$ cat config.mk
export PLATFORM = sky130hd
export DESIGN_NAME = pc_redirect_unit
export DESIGN_NICKNAME = d
export VERILOG_FILES = /design/src/rtl/pc_redirect_unit.sv
export SDC_FILE = /design/constraint.sdc
export NUM_CORES = 1
export LEC_CHECK = 0
export CELL_PAD_IN_SITES_DETAIL_PLACEMENT = 2
export CELL_PAD_IN_SITES_GLOBAL_PLACEMENT = 2
export CORE_MARGIN = 3
export CORE_UTILIZATION = 27
export DETAILED_ROUTE_END_ITERATION = 8
export PLACE_DENSITY = 0.88
export REMOVE_ABC_BUFFERS = 1
export SETUP_SLACK_MARGIN = 0.02
export SYNTH_ARGS = -nofsm -noshare
export SYNTH_HDL_FRONTEND = slang
export SYNTH_SLANG_ARGS = --single-unit
$ cat constraint.sdc
create_clock -name clk -period 2.5 [get_ports clk]
set_clock_uncertainty 0.2 [all_clocks]
set_input_delay 0.25 -clock clk [delete_from_list [all_inputs] [get_ports clk]]
set_output_delay 0.25 -clock clk [all_outputs]
set_load 0.02 [all_outputs]
$ cat src/rtl/pc_redirect_unit.sv
// pc_redirect_unit: owns the fetch PC and applies execute-stage redirects.
// The PC advances by 4 each cycle. A taken branch or jump loads its target
// and squashes the younger instructions in IF/ID and ID/EX. If instruction
// memory cannot accept the target yet, the target is held in HOLD until it can.
module pc_redirect_unit #(
  parameter int unsigned         PC_WIDTH  = 9,
  parameter logic [PC_WIDTH-1:0] RESET_PC  = '0,
  parameter int unsigned         CNT_WIDTH = 16
) (
  input  logic                 clk,
  input  logic                 rst_n,
  input  logic                 Stall,
  input  logic                 FetchReady,
  input  logic                 PCSel,
  input  logic [31:0]          PCBranch,
  output logic [PC_WIDTH-1:0]  PC,
  output logic                 FlushIF,
  output logic                 FlushID,
  output logic                 RedirectPending,
  output logic                 MisalignErr,
  output logic [CNT_WIDTH-1:0] RedirectCount
);

  typedef enum logic {RUN, HOLD} state_t;

  state_t              state;
  logic [PC_WIDTH-1:0] pending;
  logic [PC_WIDTH-1:0] tgt;
  logic                misaligned;
  logic                unused_hi;

  // Word-align the target and drop address bits beyond the PC width.
  assign tgt        = {PCBranch[PC_WIDTH-1:2], 2'b00};
  assign misaligned = |PCBranch[1:0];
  assign unused_hi  = ^PCBranch[31:PC_WIDTH];

  // PC, redirect FSM and all registered status outputs.
  always_ff @(posedge clk or negedge rst_n) begin
    if (!rst_n) begin
      state           <= RUN;
      PC              <= RESET_PC;
      pending         <= '0;
      FlushIF         <= 1'b0;
      FlushID         <= 1'b0;
      RedirectPending <= 1'b0;
      MisalignErr     <= 1'b0;
      RedirectCount   <= '0;
    end else begin
      // Squash while a redirect is captured, during HOLD and on the exit edge.
      FlushIF     <= PCSel || (state == HOLD);
      FlushID     <= PCSel || (state == HOLD);
      MisalignErr <= PCSel && misaligned;

      if (PCSel && (RedirectCount != '1))
        RedirectCount <= RedirectCount + CNT_WIDTH'(1);

      unique case (state)
        RUN: begin
          if (PCSel) begin
            if (FetchReady) begin
              PC <= tgt;
            end else begin
              pending         <= tgt;
              state           <= HOLD;
              RedirectPending <= 1'b1;
            end
          end else if (!Stall && FetchReady) begin
            PC <= PC + PC_WIDTH'(4);
          end
        end
        HOLD: begin
          if (FetchReady) begin
            // A redirect arriving on the release edge is newer than the buffered one.
            PC              <= PCSel ? tgt : pending;
            state           <= RUN;
            RedirectPending <= 1'b0;
          end else if (PCSel) begin
            pending <= tgt;
          end
        end
        default: state <= RUN;
      endcase
    end
  end

endmodule

==> metrics.yaml <==
ys.flop_type: "dfrtp_1"
synth_fa_ha_area_frac: 0.0133
wirelength_um: 5440
critical_path_class: "reg2reg"
gp_congestion: 0.741
synth.top_cells.by_area: "dfrtp_1 (50%), mux2_2 (4.8%), and3_1 (4.0%)"
regArea_sq_um: 951
root_buffer: "clkbuf_8"
maxCapViolations: 0
rsz0062_at_grt: "no"
yosysSeqAreaShare: 0.505
antenna_found_initial: 0
layout_min_cycle_time_ns: 2.07
die_x_um: 89.5
synthArstFlopShare: 1.00
worstMarginPinSlew_ns: 0.887
area_delta_synth_final_pct: 35.3
core.rowCount: 29
via_per_inst: 4.89
yosys.area_share.simple: 0.198
power_w: 0.00206
crit_required_ns: 2.49
overflow: 0
layout-drive-gt1-share: 0.125
yosysTopAreaCell: "dfrtp_1"
critPathMaxFanout: 12
synth_top_family_by_area: "simple AND/OR/NAND/NOR gates"
ys_types: 38
clk_latency_ns: 0.30
synth_xor_area_frac: 0.0418
numCtsBuffers: 5
arrival_ns: 2.06
initial_core_util: 0.287
grt_pass1_wl_um: 9260
cp_slowest_stage_delay_ns: 0.60
maxSlewHeadroom: 0.409
die_area_sq_mm: 0.00802
cp_slowest_cell: "dfrtp_1"
final_cells: 317
tns_ns: 0
cts_tree: "yes"
diodes: 0
endpoint_kind: "flop"
grt_max_degree: 39
cts_sinks: 38
ys_warn_count: 0
power.leakage_nw: 1.09
synthCells: 176
cts.path.max_buffers: 2
ir_drop_uv: 514
dp_cells: 308
synth_top_area_frac: 0.505
drv_slew: 0
dp_hpwl_um: 3830
htreeDepth: 2
drtAntennaViolNets: 0
die_h_um: 89.5
syn_avg_cell_area_sq_um: 10.7
fmax_mhz: 482
start_kind: "flop"
multiInputGateArea_sq_um: 863
synthMuxAreaShare: 0.0697
drt_pass1_iterations: 4
cellPowerDensity_mw_per_mm2: 807
hp-class: "reg2reg"
setup-violations-final: 0
io_pins: 66
period_share: 0.830
hold_violations: 0
synth_compound_area_frac: 0.135
core-area_sq_mm: 0.00657
post_cts_resized: 0
synthesis.area_sq_mm: 0.00188
wire_per_inst_um: 17.2
path_delay_family: "compound AO/OA/AOI/OAI gates"
synth_edf_count: 0
first_iter_violations: 75
grt_usage: 0.153
status: "finished, final reports clean"
dr_total_vias: 1551
port_buffers: 42
crit_chain: "nor2_1 > a21boi_0 > o21ai_0 > a22o_1"
grt_pass1_vias: 1753
n_fill_cell: 700
clk_pin_slew_ns: 0.09
drc_errors: 0
critical_path_buf_inv_count: 0
fin_nets: 262
ys_ff_latch: 38
==> layout by cell type (no fill, tap or decap), types with 2 or more instances in the layout <==
master | netlist | routed
a21oi_1 | 7 | 7
a222oi_1 | 4 | 4
and2_1 | 2 | 2
and3_1 | 12 | 12
and4_1 | 2 | 2
buf_4 | 1 | 4
bufinv_16 | 0 | 2
clkbuf_8 | 0 | 5
clkdlybuf4s50_1 | 0 | 41
dfrtp_1 | 38 | 38
ha_1 | 2 | 2
inv_1 | 7 | 7
mux2_2 | 8 | 8
mux2i_1 | 3 | 3
nand2_1 | 10 | 10
nand2b_1 | 2 | 2
nand3_1 | 6 | 6
nand4_1 | 4 | 4
nor2_1 | 15 | 15
nor2b_1 | 2 | 2
nor3_2 | 3 | 3
o211ai_1 | 2 | 2
o21a_1 | 4 | 4
o21ai_0 | 12 | 12
o22ai_1 | 2 | 2
o2bb2ai_1 | 2 | 2
xnor2_1 | 6 | 6
xor2_1 | 3 | 3
==> flip-flops by register name, summed over array words and instances, names as in the netlist <==
signal,count
FlushID,1
MisalignErr,1
PC,9
RedirectCount,16
RedirectPending,1
pending,9
state,1
==> metrics by stage <==
step	instance area, sq um	worst slack (ns)	hold WS, ns	util
after floorplan	1840	0.564	-0.246	-
after global placement	2400	0.299	0.227	0.366
after detailed placement	2400	0.190	0.232	0.366
after CTS	2550	0.471	0.311	0.388
after global routing	2550	0.259	0.335	0.388
final	2550	0.426	0.309	0.388
==> repair_timing <==
item                                   in CTS  in global routing
setup buffers                               0                  0
endpoints found under the hold margin      38                  0
hold buffers                                1                  0
==> power by group <==
group          total (W)  switching [W]  internal, W
Clock           0.000649       0.000248     0.000400
Combinational   0.000556       0.000292     0.000265
Sequential      0.000853       0.000143     0.000710
==> Yosys cell counts (all sizes together), types with 2 or more instances <==
cell type	n
o21a	4
o21ai	14
nand3	6
nand2	10
nor2b	2
and2	2
xnor2	6
nor2	15
nand2b	2
o211ai	2
o2bb2ai	2
nor3	3
mux2	9
a21oi	7
mux2i	3
inv	7
buf	7
xor2	3
and3	12
a222oi	4
dfrtp	38
nand4	6
ha	2
o22ai	2
and4	2
==> layer usage <==
metal | GRT usage | wire length, um | part of all wire
met5 | 0 | 0 | 0
met4 | 0.0528 | 85 | 0.016
met3 | 0.0230 | 154 | 0.028
met2 | 0.260 | 2670 | 0.49
met1 | 0.198 | 2530 | 0.46
==> worst paths after layout <==
path	start	endpoint	slack, ns	depth (start not counted)
worst max-delay path	state	PC[4]	0.43	4
worst min register to register	pending[0]	pending[0]	0.31	1
worst min-delay path	pending[0]	pending[0]	0.31	1
worst max register to register	state	PC[4]	0.43	4
min in group asynchronous	rst_n	PC[4]	0.43	2
max in group asynchronous	rst_n	RedirectCount[0]	1.11	2
==> area by class of cell <==
| cell class | count | share of cell area |
|---|---|---|
| sequential | 38 | 0.373 |
| multi-input combinational | 124 | 0.339 |
| timing repair buffer | 47 | 0.179 |
| tap | 93 | 0.0456 |
| clock buffer | 5 | 0.0270 |
| clock inverter | 3 | 0.0270 |
| inverter | 7 | 0.0103 |
==> cells by family after synthesis <==
| logic type | after synthesis |
|---|---|
| buf+inv | 14 |
| xor+xnor | 9 |
| compound gates | 39 |
| fa+ha+maj | 2 |
| simple gates | 62 |
| mux | 12 |
| flops | 38 |
No activity file was read; power rests on OpenSTA's default activity.
